**config.mk**
```make
export PLATFORM = sky130hd
export DESIGN_NAME = rr_hold_arbiter_flat
export DESIGN_NICKNAME = d
export VERILOG_FILES = /design/src/rtl/rr_hold_arbiter_if.sv /design/src/rtl/rr_hold_arbiter.sv /design/src/flat_wrapper.sv
export SDC_FILE = /design/constraint.sdc
export NUM_CORES = 1
export LEC_CHECK = 0
export CAP_MARGIN = 40
export CORE_ASPECT_RATIO = 1.4
export CORE_MARGIN = 2
export CORE_UTILIZATION = 26
export DETAILED_ROUTE_END_ITERATION = 7
export GPL_TIMING_DRIVEN = 0
export SYNTH_ARGS = -nofsm -noshare
export SYNTH_HDL_FRONTEND = slang
export SYNTH_SLANG_ARGS = --single-unit
```
**constraint.sdc**
```tcl
create_clock -name clk -period 3.8 [get_ports clk]
set_clock_uncertainty 0.05 [all_clocks]
set_input_delay 0.38 -clock clk [delete_from_list [all_inputs] [get_ports clk]]
set_output_delay 0.38 -clock clk [all_outputs]
set_load 0.1 [all_outputs]
```
**src/rtl/rr_hold_arbiter_if.sv**
```systemverilog
// Request/grant bundle between the requesters and rr_hold_arbiter.
//   in_request      requester -> arbiter, bit i = requester i
//   out_grant       arbiter -> requesters, registered one-hot grant (0 when idle)
//   out_grant_valid high when out_grant != 0
//   out_grant_id    index of the granted requester, 0 when idle
//   out_preempt     one-cycle pulse when a tenure is ended by the hold timeout
// master = requester side, slave = arbiter side.
interface rr_hold_arbiter_if #(
    parameter int N    = 4,
    parameter int ID_W = 2
);
    logic [N-1:0]    in_request;
    logic [N-1:0]    out_grant;
    logic            out_grant_valid;
    logic [ID_W-1:0] out_grant_id;
    logic            out_preempt;

    modport master (
        output in_request,
        input  out_grant,
        input  out_grant_valid,
        input  out_grant_id,
        input  out_preempt
    );

    modport slave (
        input  in_request,
        output out_grant,
        output out_grant_valid,
        output out_grant_id,
        output out_preempt
    );
endinterface

```
**src/rtl/rr_hold_arbiter.sv**
```systemverilog
// Round-robin arbiter with bounded grant tenure for one shared resource.
// A requester keeps its grant while its request stays high, for at most
// MAX_HOLD consecutive cycles; handoff to the next requester is zero-bubble.
// Ports:
//   clk    rising-edge clock
//   rst_n  synchronous active-low reset
//   bus    rr_hold_arbiter_if.slave (request in; grant/valid/id/preempt out,
//          all registered)
module rr_hold_arbiter #(
    parameter int N        = 4,
    parameter int MAX_HOLD = 4,
    parameter int ID_W     = (N > 1) ? $clog2(N) : 1,
    parameter int CNT_W    = (MAX_HOLD > 1) ? $clog2(MAX_HOLD) : 1
) (
    input logic              clk,
    input logic              rst_n,
    rr_hold_arbiter_if.slave bus
);

    typedef enum logic {
        IDLE  = 1'b0,
        GRANT = 1'b1
    } state_e;

    state_e          state_q, state_d;
    logic [N-1:0]    grant_q, grant_d;
    logic            valid_q, valid_d;
    logic [ID_W-1:0] id_q, id_d;
    logic [ID_W-1:0] ptr_q, ptr_d;
    logic            preempt_q, preempt_d;
    logic [CNT_W-1:0] cnt_q, cnt_d;

    logic [N-1:0]    cand;
    logic            hit;
    logic [ID_W-1:0] win;
    int unsigned     idx;
    logic            release_c;
    logic            timeout_c;

    function automatic logic [ID_W-1:0] next_ptr(input logic [ID_W-1:0] i);
        return (i == ID_W'(N - 1)) ? '0 : i + ID_W'(1);
    endfunction

    // Rotating search from ptr_q. The current owner is masked so a tenure
    // that ends always prefers another requester first.
    always_comb begin
        cand = bus.in_request;
        if (state_q == GRANT) begin
            cand[id_q] = 1'b0;
        end
        hit = 1'b0;
        win = '0;
        idx = 0;
        for (int unsigned k = 0; k < N; k++) begin
            idx = 32'(ptr_q) + k;
            if (idx >= N) begin
                idx = idx - N;
            end
            if (!hit && cand[idx[ID_W-1:0]]) begin
                hit = 1'b1;
                win = idx[ID_W-1:0];
            end
        end
    end

    assign release_c = !bus.in_request[id_q];
    assign timeout_c = (cnt_q == CNT_W'(MAX_HOLD - 1));

    always_comb begin
        state_d   = state_q;
        grant_d   = grant_q;
        valid_d   = valid_q;
        id_d      = id_q;
        ptr_d     = ptr_q;
        preempt_d = 1'b0;
        cnt_d     = cnt_q;

        case (state_q)
            IDLE: begin
                if (hit) begin
                    state_d      = GRANT;
                    grant_d      = '0;
                    grant_d[win] = 1'b1;
                    valid_d      = 1'b1;
                    id_d         = win;
                    ptr_d        = next_ptr(win);
                    cnt_d        = '0;
                end
            end
            GRANT: begin
                if (release_c || timeout_c) begin
                    // Release wins over a coincident timeout: no preempt pulse.
                    preempt_d = !release_c;
                    cnt_d     = '0;
                    if (hit) begin
                        grant_d      = '0;
                        grant_d[win] = 1'b1;
                        id_d         = win;
                        ptr_d        = next_ptr(win);
                    end else if (release_c) begin
                        state_d = IDLE;
                        grant_d = '0;
                        valid_d = 1'b0;
                        id_d    = '0;
                    end else begin
                        // Sole requester timed out: re-grant the same owner.
                        ptr_d = next_ptr(id_q);
                    end
                end else begin
                    cnt_d = cnt_q + CNT_W'(1);
                end
            end
            default: begin
                state_d = IDLE;
            end
        endcase
    end

    always_ff @(posedge clk) begin
        if (!rst_n) begin
            state_q   <= IDLE;
            grant_q   <= '0;
            valid_q   <= 1'b0;
            id_q      <= '0;
            ptr_q     <= '0;
            preempt_q <= 1'b0;
            cnt_q     <= '0;
        end else begin
            state_q   <= state_d;
            grant_q   <= grant_d;
            valid_q   <= valid_d;
            id_q      <= id_d;
            ptr_q     <= ptr_d;
            preempt_q <= preempt_d;
            cnt_q     <= cnt_d;
        end
    end

    assign bus.out_grant       = grant_q;
    assign bus.out_grant_valid = valid_q;
    assign bus.out_grant_id    = id_q;
    assign bus.out_preempt     = preempt_q;

endmodule
```
**src/flat_wrapper.sv**
```systemverilog
// flat-port wrapper written by rule: the top's interface ports become plain ports
module rr_hold_arbiter_flat 
#(
    parameter int N        = 4,
    parameter int MAX_HOLD = 4,
    parameter int ID_W     = (N > 1) ? $clog2(N) : 1,
    parameter int CNT_W    = (MAX_HOLD > 1) ? $clog2(MAX_HOLD) : 1
)
  (clk, rst_n, bus_in_request, bus_out_grant, bus_out_grant_valid, bus_out_grant_id, bus_out_preempt);
  rr_hold_arbiter_if #(.N(N), .ID_W(ID_W)) bus_i ();
  input logic clk;
  input logic rst_n;
  input wire logic [$bits(bus_i.in_request)-1:0] bus_in_request;
  output wire logic [$bits(bus_i.out_grant)-1:0] bus_out_grant;
  output wire logic [$bits(bus_i.out_grant_valid)-1:0] bus_out_grant_valid;
  output wire logic [$bits(bus_i.out_grant_id)-1:0] bus_out_grant_id;
  output wire logic [$bits(bus_i.out_preempt)-1:0] bus_out_preempt;
  assign bus_i.in_request = bus_in_request;
  assign bus_out_grant = bus_i.out_grant;
  assign bus_out_grant_valid = bus_i.out_grant_valid;
  assign bus_out_grant_id = bus_i.out_grant_id;
  assign bus_out_preempt = bus_i.out_preempt;
  rr_hold_arbiter #(.N(N), .MAX_HOLD(MAX_HOLD), .ID_W(ID_W), .CNT_W(CNT_W)) u_core (.clk(clk), .rst_n(rst_n), .bus(bus_i));
endmodule
```
==> impl_results.md, run 1 <==
* Reg2reg start: u_core.bus.out_grant_id[0]$_SDFFE_PN0P_
* YS warnings at 0
* # port buffers at 13
* Crit end category: register
* Min Clock Period, post-route at 2565 ps
* Row Count at 25
* EDFF count, synth at 0
* DP HPWL at between 1500 and 2000 um
* Syn Area/Cell at 9.142 um^2
* Vias in the first global route at 821
* Hold WS at 422.8 ps
* TritonCTS clock tree: yes
* Detailed-route wire length at 2192 um
* Drt via density at around 5
* Fmax at 389.9 MHz
* Top Ports at 14
* CTS H-tree lvls at 1
* Total power at 654.9 uW
* # Post-CTS Setup Buffers at 0
* Clk sinks at 13
* Power Dens Cells at 516.2 mW/mm^2
* Core Area at 0.003378 mm^2
* Fin crit share at around two thirds
* RSZ-0062 raised after global routing: false
* Fillers at 375
* Nets at 142
* Per-cell routed wire length at 13.20 um
* DRT Pass-1 Iters at 4
* Worst reg-to-reg setup slack at roughly 1200 ps
* HP Start: u_core.bus.out_grant[3]$_SDFFE_PN0P_
* Worst vdd ir at 0.0002834 V
* Synth area leader: dfxtp_1
* Share of the synthesized area in the top cell type at 28.18%
* Antenna cells at 0
* Critical path type: register to register
* Setup Viol. Count Final at 0
* Initial core utilization at 27.33%
* Top_reg_cell synth: dfxtp_1
* Register area share after synthesis at 28.18%
* Ys async rst share at 0%
* Synth Cell Area at 923.4 um^2
* Root buffer cell: clkbuf_8
* Final Hold Fails at 0
* Critical Path Start Type: register
* Placer Congestion at 0.8146
* Placed inst area at about 0.0012 mm^2
* MaxCap Viol Count at 0
* GRT overflow at 0
* Pleak at 0.5135 nW
* CTS Buf Count at 3
* Hold Path End: u_core.bus.out_grant[3]$_SDFFE_PN0P_
* Slew HR at 64.61%
* CP Max Fanout at 8
* Die height at ~75 um
* Share of layout cells above drive strength 1 at 18.25%
* Fin area at between 0.001 and 0.0015 mm^2
* Storage cell area at 260.3 um^2
* Worst skew pair latency at 240 ps
* Die area at 0.004051 mm^2
* Critical path required time at 3880 ps
* Post-route antenna net violation count at 0
* Cells after Synth at 101
* Die span in x at 54.37 um
* Slew @ Worst Pin at 530.9 ps
* Max Slew Vio Count at 0
* Hold path cells at 2
* Total GRT Usage at approximately 12%
* First-pass GRT wire length at 3615 um
* Area Overhead vs Synth at 37.40%
* CTS Hold Bufs at 0
* RR Endpoint: u_core.ptr_q[1]$_SDFFE_PN0P_
* Multi-input combinational cell area at just over 600 um^2
* Syn nets at 116
* Synthesized flop and latch total at 13
* Cell count of the worst reg-to-reg path at 8
* Distinct cells, synth at 43
* CTS clock-pin slew for the worst setup and hold paths at 60 ps
* DRC Markers at 0
* Worst min path class: register to register
* Status: complete, no violations
* Setup tns final at 0 ps
* Drt first-iter violations at 10
* Data arrival time of the worst path at around 2600 ps
* Synth top area cells: dfxtp_1, ha_1, mux2i_1, a21oi_1, a21boi_2
* Cts repair resizes at 0
* Largest net degree at the start of global routing at 11
* Via count at 836
* Initial antenna violation count at 0
* Clk buf depth at 2
==> cells by family (layout without fill, tap and decap cells) <==
kind of cell    count (synthesis)  count (layout)  synth area share [%]
simple gates                   30              30                 18.70
buf+inv                        10              35                 4.878
compound gates                 33              33                 28.86
mux                             6               6                 7.181
fa+ha+maj                       9               9                 12.20
flops                          13              13                 28.18
==> sequential cells by signal, indices dropped and copies added, names as in the netlist <==
name,cells
u_core.ptr_q,2
u_core.bus.out_grant_valid,1
u_core.bus.out_grant,4
u_core.cnt_q,2
u_core.bus.out_preempt,1
u_core.bus.out_grant_id,2
u_core.state_q,1
==> worst max-delay path by stage <==
| stage | from | end | slack, ps | depth (start not counted) |
|---|---|---|---|---|
| after floorplan | u_core.bus.out_grant_id[0]$_SDFFE_PN0P_ | u_core.ptr_q[1]$_SDFFE_PN0P_ | 750 | 8 |
| after global placement | bus_in_request[0] | u_core.ptr_q[1]$_SDFFE_PN0P_ | 1210 | 7 |
| after detailed placement | bus_in_request[0] | u_core.ptr_q[1]$_SDFFE_PN0P_ | 1140 | 7 |
| after CTS | u_core.bus.out_grant_id[1]$_SDFFE_PN0P_ | u_core.ptr_q[1]$_SDFFE_PN0P_ | 1230 | 8 |
| after global routing | u_core.bus.out_grant_id[1]$_SDFFE_PN0P_ | u_core.ptr_q[1]$_SDFFE_PN0P_ | 1100 | 8 |
| final | u_core.bus.out_grant_id[0]$_SDFFE_PN0P_ | u_core.ptr_q[1]$_SDFFE_PN0P_ | 1240 | 8 |
==> area by class of cell <==
type	count	share of cell area [%]
buffer	2	1.183
clock buffer	4	3.550
inverter	8	2.367
multi-input combinational	78	48.72
sequential	13	20.51
tap	40	3.945
timing repair buffer	21	19.72
==> where the power goes <==
group | switching [mW] | internal (mW) | leakage (nW) | total, mW
Sequential | 0.0236 | 0.158 | 0.107 | 0.182
Combinational | 0.206 | 0.143 | 0.384 | 0.349
Clock | 0.0500 | 0.0741 | 0.0228 | 0.124
==> cells in the mapped netlist (2+ instances only) <==
| cell type | n |
|---|---|
| a21boi_2 | 3 |
| a21oi_1 | 7 |
| dfxtp_1 | 13 |
| ha_1 | 9 |
| inv_1 | 7 |
| mux2i_1 | 4 |
| nand2_1 | 3 |
| nand2b_1 | 2 |
| nand3_1 | 6 |
| nor2_1 | 7 |
| o211ai_1 | 4 |
| o21ai_0 | 3 |
| o22ai_1 | 2 |
| o311a_1 | 2 |
==> critical path: stages (launching register included) <==
cell and delay (ps):
dfxtp_1 450, inv_1 120, ha_1 230, a21boi_2 310
a21boi_0 160, o211a_1 300, ha_1 290, mux2_4 260
o311a_1 280
==> cells in the final DEF, fill, tap and decap left out, drive strengths merged, types with 2 or more instances in the layout <==
master	count
clkdlybuf4s50	13
dfxtp	13
ha	9
buf	9
nor2	8
a21oi	8
inv	7
nand3	6
clkbuf	5
mux2i	4
o211ai	4
a21boi	4
nand2	3
o21ai	3
nand2b	2
o22ai	2
o311a	2
or2	2
nor3	2
mux2	2
==> per-stage QoR <==
stage | std cells | util (%) | worst slack, ps
floorplan | 101 | - | 751.5
global placement | 154 | 32.67 | 1215
detailed placement | 162 | 36.22 | 1143
CTS | 166 | 37.56 | 1234
global route | 166 | 37.56 | 1100
finish | 166 | 37.56 | 1235
==> layer usage <==
metal | vias to the layer above | GRT usage [%] | routed length [um]
met5 | - | 0 | 0
met4 | 0 | 8.333 | 73
met3 | 6 | 1.004 | 87
met2 | 20 | 21.42 | 1123
met1 | 389 | 14.16 | 908
li1 | 421 | - | -
(Power assumes the default switching activity.)
==> inputs of run 2 (changes only) <==
Clock period 3.8 ns to 2.3 ns, I/O delays scaled along.
==> run 2 against run 1 <==
Non-clock buffer count increased by 1; fmax is 15% higher; critical path depth fell by 1; count of clock-buffer cells in the layout unchanged; utilization grew 1.8 points; critical path type unchanged; largest power group unchanged; global-route usage decreased by 0.40 points.
==> impl_results.md, run 2 (synthesis gave the netlist of run 1 again) <==
* Sw frac at 42.32% (was 42.73%)
* Logic gate share of total power at 54.2% (was 53.3%)
* Vias in the first global route at 806 (was 821)
* Fin area at 0.001330 mm^2 (was 0.001269 mm^2)
* Total GRT Usage at 12.06% (was 12.45%)
* Worst path top cell family by delay: compound AO/OA/AOI/OAI gates (unchanged)
* Crit-path most repeated cell: ha_1 (unchanged)
* Via count at 830 (was 836)
* Setup tns final at 0 ps (unchanged)
* Share of layout cells above drive strength 1 at 24.41% (was 18.25%)
* Final Hold Fails at 0 (unchanged)
* Critical path type: register to register (unchanged)
* Root buffer cell: clkbuf_8 (unchanged)
* Clk sinks at 13 (unchanged)
* Data arrival time of the worst path at 2310 ps (was 2640 ps)
* Post-route antenna net violation count at 0 (unchanged)
* Die span in x at 54.37 um (unchanged)
* CP bufs+invs at 0 (was 1)
* Slowest stage delay, CP at 400 ps (was 450 ps)
* Setup Viol. Count Final at 0 (unchanged)
* Hold WS at 420.7 ps (was 422.8 ps)
* Nets at 143 (was 142)
* Power Dens Cells at 848.1 mW/mm^2 (was 516.2 mW/mm^2)
* Worst vdd ir at 0.0006435 V (was 0.0002834 V)
* Crit end category: register (unchanged)
* Slew @ Worst Pin at 506.0 ps (was 530.9 ps)
* Multi-input combinational cell area at 659.4 um^2 (was 618.1 um^2)
* CP cell instances: ha_1, a21boi_2, o21ai_0, a21oi_4, ha_1, mux2_4, o311a_1 (was inv_1, ha_1, a21boi_2, a21boi_0, o211a_1, ha_1, mux2_4, o311a_1)
* Clk pwr share at 18.1% (was 19.0%)
* TritonCTS clock tree: yes (unchanged)
* Fillers at 357 (was 375)
* Drt via density at 4.970 (was 5.036)
* Commonest non-fill, non-tap cells in the layout: clkdlybuf4s50_1, dfxtp_1, buf_8 (was clkdlybuf4s50_1, dfxtp_1, ha_1, buf_8)
* Max reg flops at 4 (unchanged)
* CTS Hold Bufs at 0 (unchanged)
* Worst skew pair latency at 240 ps (about the same)
* Fin crit share at 96.74% (was 67.49%)
* CTS H-tree lvls at 1 (unchanged)
* Drt first-iter violations at 16 (was 10)
* Detailed-route wire length at 2088 um (was 2192 um)
* Antenna cells at 0 (unchanged)
* Slew HR at 66.27% (was 64.61%)
* Per-cell routed wire length at 12.50 um (was 13.20 um)
* Placed inst area at 0.001270 mm^2 (was 0.001224 mm^2)
* Area Overhead vs Synth at 44.04% (was 37.40%)
* DRT Pass-1 Iters at 4 (unchanged)
* Fmax at 449.4 MHz (was 389.9 MHz)
* Slowest-stage cell, CP: dfxtp_4 (was dfxtp_1)
* Critical path required time at 2380 ps (was 3880 ps)
* Largest net degree at the start of global routing at 11 (unchanged)
* Status: complete, no violations (unchanged)
* Core Area at 0.003378 mm^2 (unchanged)
* RSZ-0062 raised after global routing: false (unchanged)
* Die height at 74.51 um (unchanged)
* CTS Buf Count at 3 (unchanged)
* Sw Pwr at 477.4 uW (was 279.8 uW)
* Top Ports at 14 (unchanged)
* Seq pwr share at 27.6% (was 27.8%)
* First-pass GRT wire length at 3505 um (was 3615 um)
* Clk buf depth at 2 (unchanged)
* CTS clock-pin slew for the worst setup and hold paths at 50 ps (was 60 ps)
* Initial antenna violation count at 0 (unchanged)
* GRT overflow at 0 (unchanged)
* Int Power at 650.6 uW (was 375.1 uW)
* Row Count at 25 (unchanged)
* MaxCap Viol Count at 0 (unchanged)
* Die area at 0.004051 mm^2 (unchanged)
* Initial core utilization at 27.33% (unchanged)
* Most common cell after layout, fill and taps aside: clkdlybuf4s50_1
* DP HPWL at 1661 um (was 1672 um)
* Placer Congestion at 0.7840 (was 0.8146)
* CP Max Fanout at 7 (was 8)
* Critical Path Start Type: register (unchanged)
* Storage cell area at 267.8 um^2 (was 260.3 um^2)
* # port buffers at 13 (unchanged)
* Worst min path class: register to register (unchanged)
* Max Slew Vio Count at 0 (unchanged)
* Min Clock Period, post-route at 2225 ps (was 2565 ps)
* DRC Markers at 0 (unchanged)
* Pleak at 0.5333 nW (was 0.5135 nW)
-- run 2: worst paths after layout --
path / start / end / slack [ps] / cells past startpoint
setup / recovery: u_core.bus.out_grant_id[1]$_SDFFE_PN0P_ / u_core.ptr_q[1]$_SDFFE_PN0P_ / 70 / 7
hold / removal: u_core.bus.out_grant[0]$_SDFFE_PN0P_ / u_core.bus.out_grant[0]$_SDFFE_PN0P_ / 420 / 2
setup reg to reg: u_core.bus.out_grant_id[1]$_SDFFE_PN0P_ / u_core.ptr_q[1]$_SDFFE_PN0P_ / 70 / 7
hold reg to reg: u_core.bus.out_grant[0]$_SDFFE_PN0P_ / u_core.bus.out_grant[0]$_SDFFE_PN0P_ / 420 / 2
-- run 2: cell type report --
cell class | instances | area share [%]
Inverter | 8 | 2.634
Timing Repair Buffer | 22 | 19.38
Tap cell | 40 | 3.763
Clock buffer | 4 | 3.387
Multi-Input combinational cell | 78 | 49.58
Buffer | 2 | 1.129
Sequential cell | 13 | 20.13
-- run 2: metal layers --
metal / GRT usage (%) / vias up / routed length (um)
met3: 1.606 / 4 / 60
met4: 7.500 / 0 / 60
met5: 0 / - / 0
met1: 13.56 / 386 / 924
met2: 20.75 / 13 / 1043
li1: - / 427 / -
-- run 2: through the flow --
stage	setup WS, ps	cells	util (%)	power [mW]
after detailed placement	-84.97	162	37.59	0.9159
after global routing	11.28	167	39.37	1.184
after floorplan	1.695	101	-	0.7265
after CTS	35.75	166	38.93	1.119
after global placement	-82.10	154	34.04	0.8400
final	74.94	167	39.37	1.128
-- run 2: power groups by stage --
stage	clock, mW	combinational, mW	sequential, mW
global route	0.211	0.652	0.320
CTS	0.204	0.602	0.313
global placement	0	0.525	0.315
finish	0.204	0.612	0.312
detailed placement	0	0.598	0.318
floorplan	0	0.270	0.456
-- run 2: repair_timing --
action                     in CTS  in global routing
gates resized for setup         0                  1
buffers inserted                0                  1
hold endpoints to repair        0                  0
setup endpoints to repair       0                  1
-- run 2: tightest hold or removal path, delay by kind of cell, from the launching register on --
kind / cells / cell delay (ps)
AND/OR/NAND/NOR: 1 / 60
flip-flops: 1 / 310
AO/OA/AOI/OAI: 1 / 50
